File: src/rtl/rf_writeback_arbiter_pkg.sv
// Shared types for the register-file write-back path: widths, register index
// and the write-back source identifiers.
package rf_pkg;
  localparam int XLEN = 32;
  localparam int NREG = 32;
  localparam int RW   = $clog2(NREG);

  typedef logic [RW-1:0]   reg_idx_t;
  typedef logic [XLEN-1:0] xdata_t;

  typedef enum logic [1:0] {
    SRC_ALU = 2'd0,
    SRC_LSU = 2'd1,
    SRC_MDU = 2'd2
  } src_e;
endpackage

File: src/rtl/rf_writeback_arbiter_if.sv
// Bundle of the three write-back request channels, the decode issue port,
// the pending-write scoreboard and the register-file write port.
interface rf_writeback_arbiter_if;
  import rf_pkg::*;

  logic            alu_valid, lsu_valid, mdu_valid;
  reg_idx_t        alu_rd, lsu_rd, mdu_rd;
  xdata_t          alu_data, lsu_data, mdu_data;
  logic            alu_ready, lsu_ready, mdu_ready;
  logic            iss_valid;
  reg_idx_t        iss_rd;
  logic [NREG-1:0] busy;
  logic            rf_we;
  reg_idx_t        rf_a3;
  xdata_t          rf_wd;

  modport master (
    output alu_valid, alu_rd, alu_data, lsu_valid, lsu_rd, lsu_data,
           mdu_valid, mdu_rd, mdu_data, iss_valid, iss_rd,
    input  alu_ready, lsu_ready, mdu_ready, busy, rf_we, rf_a3, rf_wd
  );

  modport slave (
    input  alu_valid, alu_rd, alu_data, lsu_valid, lsu_rd, lsu_data,
           mdu_valid, mdu_rd, mdu_data, iss_valid, iss_rd,
    output alu_ready, lsu_ready, mdu_ready, busy, rf_we, rf_a3, rf_wd
  );
endinterface

File: src/rtl/rf_writeback_arbiter_wb_starve_counter.sv
// Counts consecutive cycles a source waits with a request up; once the count
// reaches STARVE_LIMIT the source is reported starved until it is served.
module wb_starve_counter
  import rf_pkg::*;
#(
  parameter int STARVE_LIMIT = 4
) (
  input  logic clk,
  input  logic rst,
  input  logic i_valid,
  input  logic i_granted,
  output logic o_starved
);
  localparam logic [3:0] LIMIT = 4'(STARVE_LIMIT);

  logic [3:0] r_count;

  // Saturating wait counter; any grant or dropped request restarts it.
  always_ff @(posedge clk) begin
    if (rst) begin
      r_count <= '0;
    end else if (!i_valid || i_granted) begin
      r_count <= '0;
    end else if (r_count != LIMIT) begin
      r_count <= r_count + 4'd1;
    end
  end

  assign o_starved = (r_count == LIMIT);
endmodule

File: src/rtl/rf_writeback_arbiter.sv
// Merges ALU/LSU/MDU write-backs onto the single register-file write port and
// tracks registers with a write still in flight for decode hazard checks.
module rf_writeback_arbiter
  import rf_pkg::*;
#(
  parameter int STARVE_LIMIT = 4
) (
  input  logic                  clk,
  input  logic                  rst,
  rf_writeback_arbiter_if.slave wb
);
  logic            w_lsu_starved, w_mdu_starved;
  logic            w_xfer;
  src_e            w_src;
  reg_idx_t        w_rd;
  xdata_t          w_data;
  logic            w_alu_grant, w_lsu_grant, w_mdu_grant;
  logic [NREG-1:0] w_busy_set, w_busy_clr;

  logic            r_rf_we;
  reg_idx_t        r_rf_a3;
  xdata_t          r_rf_wd;
  logic [NREG-1:0] r_busy;

  // Starved sources jump ahead of the ALU; MDU outranks LSU when both starve.
  always_comb begin
    w_xfer = 1'b1;
    w_src  = SRC_ALU;
    if (rst) begin
      w_xfer = 1'b0;
    end else if (wb.mdu_valid && w_mdu_starved) begin
      w_src = SRC_MDU;
    end else if (wb.lsu_valid && w_lsu_starved) begin
      w_src = SRC_LSU;
    end else if (wb.alu_valid) begin
      w_src = SRC_ALU;
    end else if (wb.lsu_valid) begin
      w_src = SRC_LSU;
    end else if (wb.mdu_valid) begin
      w_src = SRC_MDU;
    end else begin
      w_xfer = 1'b0;
    end
  end

  always_comb begin
    w_rd   = wb.alu_rd;
    w_data = wb.alu_data;
    case (w_src)
      SRC_LSU: begin w_rd = wb.lsu_rd; w_data = wb.lsu_data; end
      SRC_MDU: begin w_rd = wb.mdu_rd; w_data = wb.mdu_data; end
      default: begin w_rd = wb.alu_rd; w_data = wb.alu_data; end
    endcase
  end

  assign w_alu_grant  = w_xfer && (w_src == SRC_ALU);
  assign w_lsu_grant  = w_xfer && (w_src == SRC_LSU);
  assign w_mdu_grant  = w_xfer && (w_src == SRC_MDU);
  assign wb.alu_ready = w_alu_grant;
  assign wb.lsu_ready = w_lsu_grant;
  assign wb.mdu_ready = w_mdu_grant;

  wb_starve_counter #(.STARVE_LIMIT(STARVE_LIMIT)) u_lsu_starve (
    .clk       (clk),
    .rst       (rst),
    .i_valid   (wb.lsu_valid),
    .i_granted (w_lsu_grant),
    .o_starved (w_lsu_starved)
  );

  wb_starve_counter #(.STARVE_LIMIT(STARVE_LIMIT)) u_mdu_starve (
    .clk       (clk),
    .rst       (rst),
    .i_valid   (wb.mdu_valid),
    .i_granted (w_mdu_grant),
    .o_starved (w_mdu_starved)
  );

  // Writes to x0 are accepted from the source but never reach the file.
  always_ff @(posedge clk) begin
    if (rst) begin
      r_rf_we <= 1'b0;
      r_rf_a3 <= '0;
      r_rf_wd <= '0;
    end else begin
      r_rf_we <= w_xfer && (w_rd != '0);
      if (w_xfer) begin
        r_rf_a3 <= w_rd;
        r_rf_wd <= w_data;
      end
    end
  end

  always_comb begin
    w_busy_set = '0;
    w_busy_clr = '0;
    if (wb.iss_valid && (wb.iss_rd != '0)) w_busy_set[wb.iss_rd] = 1'b1;
    if (r_rf_we) w_busy_clr[r_rf_a3] = 1'b1;
  end

  // A new issue to the register being retired this edge keeps it pending.
  always_ff @(posedge clk) begin
    if (rst) begin
      r_busy <= '0;
    end else begin
      r_busy <= ((r_busy & ~w_busy_clr) | w_busy_set) & {{(NREG-1){1'b1}}, 1'b0};
    end
  end

  assign wb.rf_we = r_rf_we;
  assign wb.rf_a3 = r_rf_a3;
  assign wb.rf_wd = r_rf_wd;
  assign wb.busy  = r_busy;
endmodule

File: src/flat_wrapper.sv
// flat-port wrapper written by rule: the top's interface ports become plain ports
module rf_writeback_arbiter_flat import rf_pkg::*;
#(
  parameter int STARVE_LIMIT = 4
)
  (clk, rst, wb_alu_valid, wb_alu_rd, wb_alu_data, wb_lsu_valid, wb_lsu_rd, wb_lsu_data, wb_mdu_valid, wb_mdu_rd, wb_mdu_data, wb_iss_valid, wb_iss_rd, wb_alu_ready, wb_lsu_ready, wb_mdu_ready, wb_busy, wb_rf_we, wb_rf_a3, wb_rf_wd);
  rf_writeback_arbiter_if wb_i ();
  input  logic clk;
  input  logic rst;
  input wire logic [$bits(wb_i.alu_valid)-1:0] wb_alu_valid;
  input wire logic [$bits(wb_i.alu_rd)-1:0] wb_alu_rd;
  input wire logic [$bits(wb_i.alu_data)-1:0] wb_alu_data;
  input wire logic [$bits(wb_i.lsu_valid)-1:0] wb_lsu_valid;
  input wire logic [$bits(wb_i.lsu_rd)-1:0] wb_lsu_rd;
  input wire logic [$bits(wb_i.lsu_data)-1:0] wb_lsu_data;
  input wire logic [$bits(wb_i.mdu_valid)-1:0] wb_mdu_valid;
  input wire logic [$bits(wb_i.mdu_rd)-1:0] wb_mdu_rd;
  input wire logic [$bits(wb_i.mdu_data)-1:0] wb_mdu_data;
  input wire logic [$bits(wb_i.iss_valid)-1:0] wb_iss_valid;
  input wire logic [$bits(wb_i.iss_rd)-1:0] wb_iss_rd;
  output wire logic [$bits(wb_i.alu_ready)-1:0] wb_alu_ready;
  output wire logic [$bits(wb_i.lsu_ready)-1:0] wb_lsu_ready;
  output wire logic [$bits(wb_i.mdu_ready)-1:0] wb_mdu_ready;
  output wire logic [$bits(wb_i.busy)-1:0] wb_busy;
  output wire logic [$bits(wb_i.rf_we)-1:0] wb_rf_we;
  output wire logic [$bits(wb_i.rf_a3)-1:0] wb_rf_a3;
  output wire logic [$bits(wb_i.rf_wd)-1:0] wb_rf_wd;
  assign wb_i.alu_valid = wb_alu_valid;
  assign wb_i.alu_rd = wb_alu_rd;
  assign wb_i.alu_data = wb_alu_data;
  assign wb_i.lsu_valid = wb_lsu_valid;
  assign wb_i.lsu_rd = wb_lsu_rd;
  assign wb_i.lsu_data = wb_lsu_data;
  assign wb_i.mdu_valid = wb_mdu_valid;
  assign wb_i.mdu_rd = wb_mdu_rd;
  assign wb_i.mdu_data = wb_mdu_data;
  assign wb_i.iss_valid = wb_iss_valid;
  assign wb_i.iss_rd = wb_iss_rd;
  assign wb_alu_ready = wb_i.alu_ready;
  assign wb_lsu_ready = wb_i.lsu_ready;
  assign wb_mdu_ready = wb_i.mdu_ready;
  assign wb_busy = wb_i.busy;
  assign wb_rf_we = wb_i.rf_we;
  assign wb_rf_a3 = wb_i.rf_a3;
  assign wb_rf_wd = wb_i.rf_wd;
  rf_writeback_arbiter #(.STARVE_LIMIT(STARVE_LIMIT)) u_core (.clk(clk), .rst(rst), .wb(wb_i));
endmodule
File: config.mk
export PLATFORM = sky130hd
export DESIGN_NAME = rf_writeback_arbiter_flat
export DESIGN_NICKNAME = d
export VERILOG_FILES = /design/src/rtl/rf_writeback_arbiter_pkg.sv /design/src/rtl/rf_writeback_arbiter_if.sv /design/src/rtl/rf_writeback_arbiter_wb_starve_counter.sv /design/src/rtl/rf_writeback_arbiter.sv /design/src/flat_wrapper.sv
export SDC_FILE = /design/constraint.sdc
export NUM_CORES = 1
export LEC_CHECK = 0
export CORE_ASPECT_RATIO = 2
export CORE_UTILIZATION = 36
export CTS_CLUSTER_SIZE = 28
export DETAILED_ROUTE_END_ITERATION = 8
export GPL_ROUTABILITY_DRIVEN = 0
export HOLD_SLACK_MARGIN = 0.03
export PLACE_DENSITY = 0.77
export SLEW_MARGIN = 20
export SYNTH_ARGS = -nofsm -noshare
export SYNTH_HDL_FRONTEND = slang
export SYNTH_SLANG_ARGS = --single-unit
export TNS_END_PERCENT = 100
File: constraint.sdc
create_clock -name clk -period 2.7 [get_ports clk]
set_clock_uncertainty 0.1 [all_clocks]
set_input_delay 0.675 -clock clk [delete_from_list [all_inputs] [get_ports clk]]
set_output_delay 0.675 -clock clk [all_outputs]
set_load 0.05 [all_outputs]
==> results.py <==
metrics = {
    "hold_path": {
        "hold_class": "register to register",
        "hold_start": "u_core.wb.rf_wd[20]",
    },
    "global_routing": {
        "grt_usage_pct": 26.99,
        "gr-usage-met3_pct": 4.986,
        "met1_usage_pct": 27.97,
        "grt_overflow": 0,
        "grt_pass1_vias": 4371,
        "met2_usage_pct": 47.84,
        "grt_pass1_wl_microns": 21900,
        "grt_antenna_before_repair": 0,
        "grt.busiest_layer": "met2",
        "grt_max_degree": 58,
    },
    "logic_synthesis": {
        "postSynthAreaPerCell_sq_um": 8.492,
        "synth_nets": 566,
        "synthTopCellsByArea": "dfxtp_1 (42%), a221o_1 (10%), a21oi_1 (9.6%), nand2_1 (7.0%), o211ai_1 (6.5%)",
        "yosysTopAreaCellShare_pct": 41.54,
        "ys_seq_area_share_pct": 41.54,
        "syn_inst": 437,
        "netlist_area_sq_um": 3711,
        "yosysWarningCount": 0,
        "synth_area_leader_cell": "dfxtp_1",
        "synth.distinct_cells": 38,
        "synth_seq_cells": 77,
    },
    "worst_setup_path": {
        "cp_max_fo": 4,
        "critical_path.startpoint": "wb_lsu_valid",
        "r2r-end": "u_core.wb.rf_we",
        "regToRegSetupSlack_ns": 0.18,
        "criticalPathCategory": "primary input to output port",
        "required_ns": 1.92,
        "start_kind": "primary input",
        "ff2ff_path_depth": 10,
        "r2r-start": "u_core.u_mdu_starve.r_count[1]",
        "endpoint": "wb_mdu_ready",
        "end_kind": "output port",
        "critical_path_arrival_ns": 1.90,
    },
    "power": {
        "p_leak_nw": 2.316,
        "p_total_mw": 3.409,
        "power_density_nw_per_um2": 539.3,
        "ir_drop_uv": 367.3,
    },
    "placed_design": {
        "hpwl_microns": 10730,
        "dp_worst_setup_slack_ns": -0.4598,
        "place.port_buffers": 193,
    },
    "timing": {
        "tightest_slew_ns": 0.6070,
        "drv_slew": 0,
        "slew_headroom_pct": 59.53,
        "period_share_pct": 99.10,
        "finalHoldViolCount": 0,
        "finalSetupViolCount": 0,
        "rsz0062_at_grt": "yes",
        "hold_slack_ns": 0.3533,
        "period_needed_ns": 2.676,
        "setup_ws_ns": 0.02433,
        "fmax_ghz": 0.3737,
    },
    "detailed_routing": {
        "wl_per_cell_microns": 18.22,
        "drc": 0,
        "dr.pass1.iters": 5,
        "avgViaCountPerCell": 5.554,
        "drt_iter0_markers": 226,
        "routed_wl_microns": 14250,
        "detail-route-antenna-nets": 0,
        "routed-via-count": 4343,
    },
    "floorplan": {
        "start_util_pct": 36.80,
        "die_h_microns": 145.6,
        "die_x_microns": 73.80,
        "fp-row-count": 52,
        "core_region_area_sq_um": 10080,
        "io_pins": 195,
        "fp.dieArea_sq_um": 10740,
    },
    "clock_network": {
        "cts_buffers": 9,
        "clockBufferDepth": 2,
        "clkLatencyLatePin_ns": 0.33,
        "clkSlewWorstSetupHoldPaths_ns": 0.06,
        "cts_root_buf": "clkbuf_16",
        "cts_sinks": 77,
        "tritoncts": "done",
        "htreeDepth": 3,
    },
    "final_layout": {
        "fin_nets": 771,
        "area.growth.synth_to_final_pct": 70.33,
        "antennaDiodeCount": 0,
        "drive_gt1_share_pct": 11.90,
    },
    "flow_run": {
        "drv_cap": 0,
    },
    "run_status": {
        "status": "completed",
    },
}
==> Yosys cell counts (all sizes together) <==
cell	instances
nor2b	1
dfxtp	77
nand3b	8
buf	20
a22o	2
ha	7
or3	2
mux2i	4
or2	1
nor2	10
o211ai	32
clkbuf	15
and2	3
nor3b	4
a21oi	71
o31a	1
a22oi	1
nor3	2
and3	2
o21ai	32
or2b	2
inv	5
a211o	1
conb	1
xnor2	4
nand2b	3
or3b	5
nand3	8
a221o	37
nand2	69
and3b	6
a221oi	1
==> registers in the layout (all words and copies together) (netlist names) <==
signal,count
u_core.wb.rf_wd,32
u_core.wb.busy,31
u_core.wb.rf_a3,5
u_core.u_lsu_starve.r_count,4
u_core.u_mdu_starve.r_count,4
u_core.wb.rf_we,1
==> cells by family (layout without fill, tap and decap cells) <==
| logic type | after synthesis | after routing | synth area share, % |
|---|---|---|---|
| compound gates | 178 | 178 | 31.73 |
| simple gates | 126 | 126 | 17.06 |
| flops | 77 | 77 | 41.54 |
| buf+inv | 40 | 250 | 5.192 |
| fa+ha+maj | 7 | 7 | 2.360 |
| xor+xnor | 4 | 4 | 0.9439 |
| mux | 4 | 4 | 1.079 |
| other cells | 1 | 1 | 0.1010 |
==> how the worst min path moves through the flow <==
stage                                          end  slack, ns  cells after the start
finish                         u_core.wb.rf_wd[20]       0.35                      2
global route                   u_core.wb.rf_wd[24]       0.38                      2
CTS                            u_core.wb.rf_wd[10]       0.35                      2
detailed placement             u_core.wb.rf_wd[10]       0.35                      2
global placement               u_core.wb.rf_wd[20]       0.34                      2
floorplan           u_core.u_lsu_starve.r_count[3]       0.38                      2
==> layer usage <==
metal | vias up | share of wire [%]
li1 | 2036 | -
met5 | - | 0.042
met2 | 192 | 55
met1 | 2063 | 36
met3 | 50 | 4.5
met4 | 2 | 4.9
==> cell usage in the layout (no fill, tap or decap), types with 2 or more instances in the layout <==
cell type,count
nor2_1,9
ha_1,2
or3b_1,5
clkdlybuf4s50_1,186
dfxtp_1,73
clkbuf_16,9
a21oi_1,71
clkbuf_8,2
a221o_1,37
and3b_1,6
or3_1,2
nor3b_1,3
dlygate4sd2_1,2
buf_12,2
inv_2,5
nand2_1,69
inv_6,2
nand3b_1,8
xnor2_1,4
o21ai_1,19
a22o_1,2
dfxtp_2,4
ha_4,2
and3_1,2
ha_2,3
o21ai_0,12
mux2i_1,4
nand3_1,8
o211ai_1,32
or2b_1,2
and2_4,3
buf_4,36
nand2b_1,2
bufinv_16,2
==> critical path, cell delays in order <==
cell and delay, ns:
dlygate4sd2_1 0.33, nand2b_4 0.08, a221o_1 0.33, ha_4 0.20, and2_4 0.14, buf_12 0.14
==> layout make-up <==
type | instances | area, sq um
inverters | 5 | 18.77
well taps | 135 | 168.9
flip-flops and latches | 77 | 1546
clock buffers | 12 | 256.5
multi-input cells | 320 | 2037
clock inverters | 4 | 77.57
fillers | 853 | 3764
repair buffers | 229 | 2216
==> stage by stage <==
step,std cells,TNS [ns],utilization [%],area (sq um)
final,782,0,62.68,6321
after detailed placement,756,-17.38,58.18,5867
after global placement,756,-7.754,58.18,5867
after CTS,781,0,62.47,6300
after global routing,782,-0.06821,62.68,6321
after floorplan,437,-0.02928,-,3729
==> what timing repair did <==
item / CTS / global route
pin swaps: 5 / 5
setup endpoints to repair: 36 / 3
hold buffers: 0 / 0
resized for setup: 16 / 7
setup buffers: 9 / 1
cloned: 0 / 0
==> power breakdown <==
part / internal (mW) / switching (mW) / leakage (nW) / total (mW)
clock network: 0.867 / 0.476 / 0.164 / 1.34
registers: 1.20 / 0.0425 / 0.633 / 1.24
logic: 0.382 / 0.446 / 1.52 / 0.828
total: 2.44 / 0.964 / 2.32 / 3.41
Note: power is estimated with default switching activity, not from simulation.
